## src/rtl/bp_nonsynth_pkg.sv

```systemverilog
// Shared types for the non-synthesizable BedRock memory-interface checkers.
// Error codes are ordered to match the encoding on error_code_o.
package bp_nonsynth_pkg;

    typedef enum logic [2:0] {
        e_chk_none     = 3'd0,
        e_chk_overflow = 3'd1,
        e_chk_orphan   = 3'd2,
        e_chk_timeout  = 3'd3,
        e_chk_size     = 3'd4
    } bp_mem_chk_err_e;

    typedef enum logic {
        e_ok    = 1'b0,
        e_error = 1'b1
    } bp_mem_chk_state_e;

endpackage

```

## src/rtl/bp_nonsynth_mem_chk_age.sv

```systemverilog
// Per-entry saturating age counter, zeroed on allocate or retire.
// hit is a registered one-cycle pulse following the edge where age reaches timeout_p.
module bp_nonsynth_mem_chk_age
    import bp_nonsynth_pkg::*;
#(
    parameter int timeout_p = 1024
) (
    input  logic                               clk,
    input  logic                               rst_n,
    input  logic                               v,
    input  logic                               clr,
    output logic [$clog2(timeout_p+1)-1:0]     age,
    output logic                               hit
);

    localparam int age_w_lp = $clog2(timeout_p + 1);
    localparam logic [age_w_lp-1:0] age_max_lp  = age_w_lp'(timeout_p);
    localparam logic [age_w_lp-1:0] age_last_lp = age_w_lp'(timeout_p - 1);

    always_ff @(posedge clk or negedge rst_n) begin
        if (!rst_n) begin
            age <= '0;
            hit <= 1'b0;
        end else begin
            // Saturation makes the pulse fire once per entry lifetime.
            hit <= v && !clr && (age == age_last_lp);
            if (clr) begin
                age <= '0;
            end else if (v && (age != age_max_lp)) begin
                age <= age + age_w_lp'(1);
            end
        end
    end

endmodule

```

## config.mk

```make
export PLATFORM = sky130hd
export DESIGN_NAME = bp_nonsynth_mem_chk_age
export DESIGN_NICKNAME = d
export VERILOG_FILES = /design/src/rtl/bp_nonsynth_pkg.sv /design/src/rtl/bp_nonsynth_mem_chk_age.sv
export SDC_FILE = /design/constraint.sdc
export NUM_CORES = 1
export LEC_CHECK = 0
export ABC_AREA = 0
export CORE_UTILIZATION = 43
export CTS_BUF_LIST = sky130_fd_sc_hd__clkbuf_8 sky130_fd_sc_hd__clkbuf_16
export CTS_CLUSTER_SIZE = 20
export DETAILED_ROUTE_END_ITERATION = 8
export MAX_ROUTING_LAYER = met4
export PLACE_DENSITY_LB_ADDON = 0.25
export SETUP_SLACK_MARGIN = 0.05
export SLEW_MARGIN = 20
export SYNTH_ARGS = -nofsm -noshare
export SYNTH_HDL_FRONTEND = slang
export SYNTH_SLANG_ARGS = --single-unit
```

## constraint.sdc

```tcl
create_clock -name clk -period 1.7 [get_ports clk]
set_input_delay 0.34 -clock clk [delete_from_list [all_inputs] [get_ports clk]]
set_output_delay 0.34 -clock clk [all_outputs]
set_load 0.02 [all_outputs]
```

; After elaboration in Yosys (flattened, before gate mapping)
; Cells that the tools add are included.
[classes]
addsub = 1
eq_ne = 2
mux = 2
n_reduce_logical = 5
[op_table]
columns = op, n
row1 = $mux W11, 2
row2 = $add A11 B1 Y11 const B, 1
row3 = $eq A11 B10 Y1 const B, 1
row4 = $ne A11 B11 Y1 const B, 1
row5 = $logic_and A1 B1 Y1, 3
row6 = $reduce_bool A2 Y1, 1
row7 = $logic_not A1 Y1, 1
[totals]
ff_bits = 12
in_bits = 4
wordCells = 12

; Depth between registers and ports, before layout
; Gate-level depths: netlist (run 1).
[depth]
ltp_word = 4
depth_mapped = 5

; Worst setup path after synthesis (run 1)
; OpenSTA, ideal clock, no wires.
[synth_path]
kind = reg2reg
start = reg age[0]
end = reg age[10]
setup_time_ns = 0.125
arrival_ns = 1.646
path_slack_ns = -0.071
path_stages_with_launch = 5
path_buffers = 0
synth_period_minus_slack_ns = 1.771
path_cell_list = dfrtp_1 > ha_1 > nand4_1 > or4_4 > mux2_4
[synth_between]
elab_chain_cells = 3
word_cells_on_any_way = 6
classes_between = add/sub (1) / eq/ne (1) / mux (2) / reduce/logical (2)
[synth_rtl]
columns = element, line_no
row1 = from (decl), bp_nonsynth_mem_chk_age.sv:12  ; output logic [$clog2(timeout_p+1)-1:0] age,
row2 = from (signal assigned), bp_nonsynth_mem_chk_age.sv:30  ; age <= age + age_w_lp'(1);
row3 = $add A11 B1 Y11 / $ne A11 B11 Y1 (equally long branches), "bp_nonsynth_mem_chk_age.sv:30, bp_nonsynth_mem_chk_age.sv:29"
row4 = $mux W11 / $logic_and A1 B1 Y1 (equally long branches), bp_nonsynth_mem_chk_age.sv:29  ; end else if (v && (age != age_max_lp)) begin
row5 = $mux W11 / $reduce_bool A2 Y1 (equally long branches), -
; Several ways; a longest one is shown, not always the timed one. The select of a mux whose other input is x is not followed.
; A chain may end at the register's enable or synchronous reset.

; Final worst setup path (run 1)
[layout_path]
start = reg age[1]
end = out age[1]
; No word-level cell between the ends.

==> reports/results.ini, run 1 <==
[setup_path]
critPathKind=flop to output port
start_kind=flop
arrival_ns=1.27
path_delay_family=buffers and inverters
crit_chain=clkdlybuf4s50_1
crit_path_max_incr_delay_ns=0.62
slowest_stage=clkdlybuf4s50_1
end_kind=output port
required_ns=1.36
crit_path_max_fanout=5
cp_num_buf_inv=1

[synth]
ys_async_sr_fraction_pct=100
ys_seq_area_share_pct=40.6
synth-main-ff-cell=dfrtp_1
yosysTopAreaCellShare_pct=40.6
yosys_warnings=0
syn_area_um2=739
synth_top_area_cell=dfrtp_1
synth_edf_count=0
yosys-top-cells-area=dfrtp_1, a21oi_1, nor2b_1
avgSynthCellArea_um2=9.24
yosysUniqueCellTypes=31
syn_nets=86
syn_inst=80
synth_seq_cells=12

[die]
die_y_um=43.5
dieArea_um2=1890
coreArea_um2=1560
rows=14
num_io_pins=16
die_w_um=43.5
initial_core_util_pct=47.4

[finish]
fin_nets=114
fin_area_um2=1070
final_util_pct=68.5
num_antenna_cells=0
drive_gt1_share_pct=26.2
area_growth_pct=44.3

[grt]
globalRouteTotalUtil_pct=23.8
grt_pass1_wl_um=3170
grt_pass1_vias=721
grt_overflow_total=0
grt_max_degree=13
antenna_found_initial=0

[clocking]
htree_levels=1
root_buffer=clkbuf_8
cts_tree=built
clock_path_buffers=2
cts_hold_buffers=0
path_clk_slew_ns=0.06
numCtsBuffers=3
clock_latency_ns=0.25
post_cts_buffers=0
clock_sinks=12

[detailed_routing]
drt_iter0_markers=17
wl_um=1860
wl_per_cell_um=15.1
drt-pass1-iter-count=6
detail_route.vias_per_cell=5.96
drc=4
postRouteAntennaNets=0
vias=733

[placement]
place_congestion=0.772
dp_hpwl_um=1310
io_buffers=15
postPlaceCellArea_um2=992

[sta]
rsz0062_at_grt=true
final_hold_viol_count=0
period_share_pct=95.0
fmax_mhz=619
fin_skew_ns=0.00317
slew_violations=0
final.min_clock_period_ns=1.61
setup_violations=0
maxSlewHeadroom_pct=61.6
worst_pin_slew_ns=0.574

[pwr]
irDropWorstVdd_v=0.000565
p_comb_share_pct=10.5
p_sw_uw=158
cellLeakagePower_uw=0.000559
intPower_uw=531
swShare_pct=23.0
power_frac_clock_pct=46.1
p_per_area_nw_per_um2=646
p_seq_share_pct=43.4

[hold_path]
hold_path.class=input pin to asynchronous set/reset pin

[outcome]
violations=DRC
outcome=complete, but fails checks

[run]
max_cap_viol_count=0

path summary, 6_finish.rpt:
check / start / endpoint / slack, ns / depth (start not counted)
max: age[1] / age[1] / 0.09 / 1
min: rst_n / age[7] / 0.46 / 1
max reg2reg: age[0] / age[10] / 0.11 / 4
min reg2reg: age[10] / hit / 0.51 / 1
max in group asynchronous: rst_n / age[1] / 0.83 / 1
min in group clk: age[10] / hit / 0.51 / 1
state kept, by name (all words and copies together), names as in the netlist:
register	flops
hit	1
age	11
layout by cell type, fill, tap and decap left out, drive strengths merged, types with 3 or more instances in the layout:
cell	synthesis	routed
inv	5	5
a21oi	7	7
nand2	3	3
or4	3	3
or3	4	4
dlymetal6s2s	0	6
dlygate4sd2	0	5
nor2	5	5
nand4	4	4
nor2b	5	5
buf	0	10
nand3	4	4
clkbuf	2	4
o21ai	5	5
clkdlybuf4s50	0	4
mux2	3	3
dfrtp	12	12
nor4	3	3
cell usage after synthesis, drive strengths merged, types with 3 or more instances:
cell type  instances
inv                5
or3                4
nand2              3
dfrtp             12
nand4              4
nor4               3
nand3              4
nor2               5
or4                3
mux2               3
o21ai              5
nor2b              5
a21oi              7
area by class of cell:
class | instances | area (µm²)
Fill cell | 129 | 492
Multi-Input combinational cell | 61 | 432
Sequential cell | 12 | 304
Timing Repair Buffer | 25 | 238
Clock buffer | 4 | 55.1
Tap cell | 16 | 20.0
Inverter | 5 | 18.8
power by group through the flow:
| stage | clock, µW | sequential [µW] | combinational, µW |
|---|---|---|---|
| 2_1_floorplan | 0 | 308 | 26.9 |
| 3_3_place_gp | 0 | 304 | 71.1 |
| 3_5_place_dp | 0 | 304 | 72.8 |
| 4_1_cts | 324 | 299 | 73.0 |
| 5_1_grt | 340 | 300 | 79.0 |
| 6_report | 318 | 299 | 72.5 |
layer usage:
layer / track usage, % / vias up / routed length, µm
met5: - / - / 0
met4: 15.6 / 0 / 78
met3: 4.17 / 9 / 73
met2: 36.1 / 19 / 860
met1: 29.0 / 353 / 847
li1: - / 352 / -
kinds of logic after synthesis:
kind of cell / count (synthesis) / synth area share (%)
AO/OA/AOI/OAI: 16 / 12.7
adder cells (fa/ha/maj): 2 / 3.38
multiplexers: 3 / 5.08
buffers and inverters: 7 / 3.55
flip-flops: 12 / 40.6
AND/OR/NAND/NOR: 40 / 34.7
per-stage QoR:
step / hold slack, ns / setup TNS, ns / setup slack (ns) / total power (µW) / instances
2_1_floorplan: 0.0444 / 0 / 0.0615 / 335 / 80
4_1_cts: 0.475 / 0 / 0.0500 / 696 / 123
3_5_place_dp: 0.507 / -1.06 / -0.229 / 377 / 119
3_3_place_gp: 0.511 / -0.835 / -0.218 / 375 / 119
6_report: 0.462 / 0 / 0.0854 / 690 / 123
5_1_grt: 0.510 / 0 / 0.0498 / 719 / 123
timing repair:
item / in CTS / in global routing
cloned: 0 / 0
endpoints found under the setup margin: 6 / 8
resized for setup: 6 / 8
pin swaps: 0 / 1
No activity file was read; power rests on OpenSTA's default activity.
==> run 2: changes to the inputs <==
--- a/config.mk
+++ b/config.mk
@@ -10,9 +10,9 @@
 export CTS_BUF_LIST = sky130_fd_sc_hd__clkbuf_8 sky130_fd_sc_hd__clkbuf_16
 export CTS_CLUSTER_SIZE = 20
 export DETAILED_ROUTE_END_ITERATION = 8
+export GPL_ROUTABILITY_DRIVEN = 0
 export MAX_ROUTING_LAYER = met4
 export PLACE_DENSITY_LB_ADDON = 0.25
-export SETUP_SLACK_MARGIN = 0.05
 export SLEW_MARGIN = 20
 export SYNTH_ARGS = -nofsm -noshare
 export SYNTH_HDL_FRONTEND = slang
==> run 2 against run 1 <==
Against the previous run: the flow now finishes without violations; power shrank 0.16%; highest routed layer unchanged; critical path depth grew 1; utilization shrank 1.2 points; global-route usage grew 0.41 points; sequential power shrank 2%; first-iteration DRC count shrank 53%; non-clock buffer count grew 1; final cell count grew 0.81%; largest power group unchanged; maximum frequency shrank 2.9%; critical endpoint is now age[0]; die area is the same.
==> reports/results.ini, run 2 (synthesized netlist as in run 1, its figures left out) <==
[die]
die_w_um=43.5  ; unchanged
die_y_um=43.5  ; unchanged
rows=14  ; unchanged
dieArea_um2=1890  ; unchanged
num_io_pins=16  ; unchanged
coreArea_um2=1560  ; unchanged
initial_core_util_pct=47.4  ; unchanged

[sta]
maxSlewHeadroom_pct=63.1  ; +1.5 points
slew_violations=0  ; unchanged
setup_violations=0  ; unchanged
worst_pin_slew_ns=0.552  ; -0.0218 ns
fin_skew_ns=0.00204  ; -0.00112 ns
final.min_clock_period_ns=1.66  ; +0.0477 ns
period_share_pct=97.8  ; +2.8 points
rsz0062_at_grt=false
fmax_mhz=602  ; -2.9%
final_hold_viol_count=0  ; unchanged

[setup_path]
slowest_stage=clkdlybuf4s50_1
start_kind=flop
end_kind=output port
r2r-end=age[2]
cp_num_buf_inv=2  ; +1
arrival_ns=1.32  ; +0.05 ns
critPathKind=flop to output port
required_ns=1.36  ; about the same
path_delay_family=buffers and inverters
timing.reg2reg.setup_slack_ns=0.10  ; about the same
crit_path_max_fanout=5  ; unchanged
crit_path_max_incr_delay_ns=0.59  ; -0.03 ns
crit_chain=buf_4 -> clkdlybuf4s50_1
r2r-start=age[0]
rr_worst_depth=5  ; +1

[finish]
fin_nets=115  ; +0.88%
layout_common_cells=buf_4, dfrtp_1, clkdlybuf4s50_1
final_util_pct=67.3  ; -1.2 points
stdcell_count=124  ; +0.81%
multiInputGateArea_um2=413  ; -4.3%
num_antenna_cells=0  ; unchanged
n_fill_cell=136  ; +5.4%
largest_register=age
seq_area_um2=303  ; -0.41%
top_regs=age (11), hit (1)
drive_gt1_share_pct=24.1  ; -2.1 points
area_growth_pct=41.8
final_common_cell=buf_4
largest_reg_flops=11  ; unchanged

[outcome]
outcome=finished clean

[detailed_routing]
wl_um=1870  ; +0.65%
vias=717  ; -2.2%
drc=0  ; -4
drt-pass1-iter-count=4  ; -2
postRouteAntennaNets=0  ; unchanged
detail_route.vias_per_cell=5.78  ; -3.0%
wl_per_cell_um=15.1  ; -0.17%
drt_iter0_markers=8  ; -9

[grt]
globalRouteTotalUtil_pct=24.2  ; +0.41 points
grt_pass1_vias=712  ; -1.2%
grt_overflow_total=0  ; unchanged
antenna_found_initial=0  ; unchanged
grt_max_degree=13  ; unchanged
grt_pass1_wl_um=3190  ; +0.41%

[clocking]
htree_levels=1  ; unchanged
clock_path_buffers=2  ; unchanged
clock_sinks=12  ; unchanged
clock_latency_ns=0.24  ; about the same
numCtsBuffers=3  ; unchanged
root_buffer=clkbuf_8
post_cts_buffers=0  ; unchanged
cts_hold_buffers=0  ; unchanged
cts_tree=built
path_clk_slew_ns=0.06  ; about the same

[placement]
dp_hpwl_um=1290  ; -1.9%
dp.cells=120  ; +0.84%
io_buffers=15  ; unchanged

[run]
max_cap_viol_count=0  ; unchanged

[pwr]
irDropWorstVdd_v=0.000517  ; -8.4%
p_per_area_nw_per_um2=657  ; +1.6%
cellLeakagePower_uw=0.000525  ; -6.1%

[hold_path]
hold_path.class=input pin to asynchronous set/reset pin

==> run 2: cell types whose count changed in the layout (fill, tap and decap cells not counted) <==
cell             before  now
nor4_2                2    1
dlygate4sd2_1         5    3
dlymetal6s2s_1        6    4
dfrtp_1               9   10
buf_6                 1    0
nor4_1                1    2
clkdlybuf4s50_1       4    8
dfrtp_2               3    2
ha_4                  1    0
ha_1                  1    2
buf_4                 9   11
==> run 2: final cells by class <==
class	count	share of cell area [%]
inverter	5	1.79
multi-input combinational	61	39.4
clock buffer	4	5.25
sequential	12	28.9
timing repair buffer	26	22.8
tap	16	1.91
==> run 2: how the worst max path moves through the flow <==
| stage | cells after the start | slack, ns | startpoint | to |
|---|---|---|---|---|
| 2_1_floorplan | 4 | 0.01 | age[0] | age[10] |
| 3_3_place_gp | 4 | -0.25 | v | age[10] |
| 3_5_place_dp | 4 | -0.26 | v | age[10] |
| 4_1_cts | 1 | 0.0007 | age[3] | age[3] |
| 5_1_grt | 2 | 0.006 | age[0] | age[0] |
| 6_report | 2 | 0.04 | age[0] | age[0] |
==> run 2: per-stage QoR <==
stage | area [µm²] | hold slack [ns] | power (µW) | TNS [ns] | setup WS, ns
after floorplan | 742 | 0.0444 | 333 | 0 | 0.0129
after global placement | 987 | 0.487 | 376 | -1.15 | -0.253
after detailed placement | 987 | 0.496 | 378 | -1.21 | -0.265
after CTS | 1040 | 0.481 | 697 | 0 | 0.000720
after global routing | 1050 | 0.513 | 721 | 0 | 0.00572
final | 1050 | 0.456 | 689 | 0 | 0.0377
==> run 2: where the power goes <==
part / internal [µW] / leakage, µW / switching (µW) / total [µW]
registers: 291 / 0.000163 / 3.12 / 294
logic: 37.3 / 0.000333 / 41.7 / 79.0
clock network: 205 / 0.0000288 / 111 / 316
==> run 2: what timing repair did <==
item,4_1_cts,5_1_grt
pin swaps,0,0
setup endpoints to repair,4,4
resized for setup,3,4
==> run 2: per-layer routing <==
layer	track usage, %	share of wire [%]	vias to the layer above
li1	-	-	351
met1	29.4	43	341
met2	38.2	51	17
met3	4.17	2.9	8
met4	13.1	3.3	0
met5	-	0	-
==> run 2: worst register-to-register path, cell delays in order (launching register included) <==
cell     delay [ns]
dfrtp_2        0.36
ha_1           0.19
buf_4          0.14
or4bb_1        0.53
a21oi_1        0.19
or3_1          0.13
==> run 3: changes to the inputs <==
--- a/config.mk
+++ b/config.mk
@@ -6,7 +6,7 @@
 export NUM_CORES = 1
 export LEC_CHECK = 0
 export ABC_AREA = 0
-export CORE_UTILIZATION = 43
+export CORE_UTILIZATION = 48
 export CTS_BUF_LIST = sky130_fd_sc_hd__clkbuf_8 sky130_fd_sc_hd__clkbuf_16
 export CTS_CLUSTER_SIZE = 20
 export DETAILED_ROUTE_END_ITERATION = 8
==> constraint.sdc (replaced) <==
create_clock -name clk -period 1.6 [get_ports clk]
set_input_delay 0.32 -clock clk [delete_from_list [all_inputs] [get_ports clk]]
set_output_delay 0.32 -clock clk [all_outputs]
set_load 0.02 [all_outputs]
==> run 3 against run 2 <==
Against the previous run: die area shrank 10%; power grew 6.0%; worst hold slack lost 0.15 ns; flip-flop and latch count is the same; routed wire length shrank 7.0%; sequential power grew 6.8%; first-iteration DRC count grew 13%; count of clock-buffer cells in the layout is the same; cell area grew 2.5%; final cell count grew 1.6%; critical path type is now flop to flop; critical endpoint is now age[10]; highest routed layer unchanged.
==> reports/results.ini, run 3 (synthesized netlist as in run 1, its figures left out) <==
[detailed_routing]
postRouteAntennaNets=0  ; unchanged
drt-pass1-iter-count=4  ; unchanged
vias=718  ; +0.14%
drc=0  ; unchanged
drt_iter0_markers=9  ; +1
wl_per_cell_um=13.8  ; -8.5%
wl_um=1740  ; -7.0%
detail_route.vias_per_cell=5.70  ; -1.5%

[finish]
fin_area_um2=1070  ; +2.5%
largest_reg_flops=11  ; unchanged
layout_common_cells=buf_4, dlygate4sd2_1, dfrtp_1
top_regs=age (11), hit (1)
seq_area_um2=304  ; +0.41%
largest_register=age
final_common_cell=buf_4
num_antenna_cells=0  ; unchanged
n_fill_cell=108  ; -21%
multiInputGateArea_um2=434  ; +5.2%
fin_nets=118  ; +2.6%
drive_gt1_share_pct=29.7  ; +5.7 points
area_growth_pct=45.3

[die]
num_io_pins=16  ; unchanged
die_w_um=41.3  ; -5.1%
die_y_um=41.3  ; -5.1%
coreArea_um2=1370  ; -12%
dieArea_um2=1700  ; -10%
rows=13  ; -1
initial_core_util_pct=54.1  ; +6.7 points

[placement]
postPlaceCellArea_um2=1020  ; +3.4%
dp_hpwl_um=1300  ; +1.0%
io_buffers=15  ; unchanged

[pwr]
p_seq_share_pct=43.0  ; +0.3 points
p_per_area_nw_per_um2=679  ; +3.4%
swShare_pct=22.1  ; -0.52 points
p_sw_uw=161  ; +3.6%
cellLeakagePower_uw=0.000518  ; -1.4%
intPower_uw=569  ; +6.7%
p_comb_share_pct=12.0  ; +0.5 points
power_frac_clock_pct=45.0  ; -0.8 points
irDropWorstVdd_v=0.000605  ; +17%

[sta]
slew_violations=0  ; unchanged
maxSlewHeadroom_pct=74.2  ; +11 points
worst_hold_slack_ns=0.305  ; -0.150 ns
worst_pin_slew_ns=0.384  ; -0.168 ns
fin_skew_ns=0.00142  ; -0.000623 ns
period_share_pct=96.5
setup_violations=0  ; unchanged
final_hold_viol_count=0  ; unchanged
setup_tns_ns=0  ; unchanged
final.min_clock_period_ns=1.54
fmax_mhz=648
rsz0062_at_grt=false

[setup_path]
timing.reg2reg.setup_slack_ns=0.06  ; -0.04 ns
cp_num_cells=4  ; +2
cp_num_buf_inv=0  ; -2
crit_path_max_incr_delay_ns=0.45  ; -0.14 ns
r2r-start=age[1]
endpoint=age[10]
required_ns=1.73  ; +0.37 ns
startpoint=age[1]
crit_chain=ha_4 -> nand4_1 -> or4_4 -> mux2_4
end_kind=flop
arrival_ns=1.67  ; +0.35 ns
slowest_stage=or4_4
start_kind=flop
crit_path_max_fanout=5  ; unchanged
critPathKind=flop to flop
path_delay_family=simple AND/OR/NAND/NOR gates
r2r-end=age[10]
rr_worst_depth=4  ; -1

[clocking]
clock_sinks=12  ; unchanged
cts_hold_buffers=0  ; unchanged
numCtsBuffers=3  ; unchanged
clock_path_buffers=2  ; unchanged
htree_levels=1  ; unchanged
clock_latency_ns=0.24  ; about the same
root_buffer=clkbuf_8
cts_tree=built
path_clk_slew_ns=0.05  ; about the same

[grt]
grt_pass1_vias=595  ; -16%
antenna_found_initial=0  ; unchanged
grt_pass1_wl_um=2530  ; -21%
globalRouteTotalUtil_pct=24.1  ; -0.074 points
grt_max_degree=11  ; -2
grt_overflow_total=0  ; unchanged

[hold_path]
hold_path.class=input pin to asynchronous set/reset pin

[run]
max_cap_viol_count=0  ; unchanged

[outcome]
outcome=finished clean

-- run 3: cell types whose count changed in the layout (fill, tap and decap cells not counted) --
cell             previous run  this run
ha_1                        2         1
buf_4                      11        14
nor4_1                      2         1
dfrtp_2                     2         3
and2_1                      1         0
nor4_2                      1         2
clkdlybuf4s50_1             8         3
dlygate4sd2_1               3        11
dlymetal6s2s_1              4         1
dfrtp_1                    10         9
ha_4                        0         1
and2_4                      0         1
-- run 3: how the worst min path moves through the flow --
stage / startpoint / cells past startpoint / endpoint / slack [ns]
3_5_place_dp: age[10] / 1 / hit / 0.51
5_1_grt: rst_n / 1 / age[4] / 0.32
6_report: rst_n / 1 / age[3] / 0.31
2_1_floorplan: rst_n / 0 / age[0] / 0.02
3_3_place_gp: age[10] / 1 / hit / 0.51
4_1_cts: rst_n / 1 / age[3] / 0.31
-- run 3: worst reg2reg max path: cells and delay by family (launching register included) --
kind,cells,cell delay (ns)
simple gates,2,0.58
flops,1,0.38
mux,1,0.30
fa+ha+maj,1,0.17
-- run 3: area by class of cell --
type,instances,area share (%)
Multi-Input combinational cell,61,40.4
Sequential cell,12,28.3
Timing Repair Buffer,29,22.7
Clock buffer,4,5.12
Inverter,5,1.75
Tap cell,15,1.75
-- run 3: power by group through the flow --
stage                     Sequential, µW  Combinational, µW  Clock, µW
after CTS                            314               87.5        334
after global routing                 315               97.0        352
final                                314               87.5        328
after global placement               319               88.1          0
after floorplan                      328               28.6          0
after detailed placement             320               91.1          0
-- run 3: through the flow --
stage,utilization [%],worst slack (ns),power [µW],std cells
finish,78.7,0.0557,730,126
global route,78.7,0.00243,764,126
CTS,78.2,0.00823,736,126
detailed placement,74.7,-0.355,411,122
global placement,74.7,-0.324,407,122
floorplan,-,-0.0295,356,80
-- run 3: layer usage --
metal	routed length [µm]	GRT usage, %	part of all wire [%]	up-vias
met5	0	-	0	-
met4	18	7.26	1.0	0
met3	81	8.15	4.7	4
met2	821	39.5	47	20
met1	819	27.8	47	336
li1	-	-	-	358
-- run 3: repair_timing --
| action | 4_1_cts | 5_1_grt |
|---|---|---|
| pin swaps | 0 | 0 |
| buffers inserted | 0 | 0 |
| gates resized for setup | 12 | 3 |
| setup endpoints to repair | 16 | 3 |
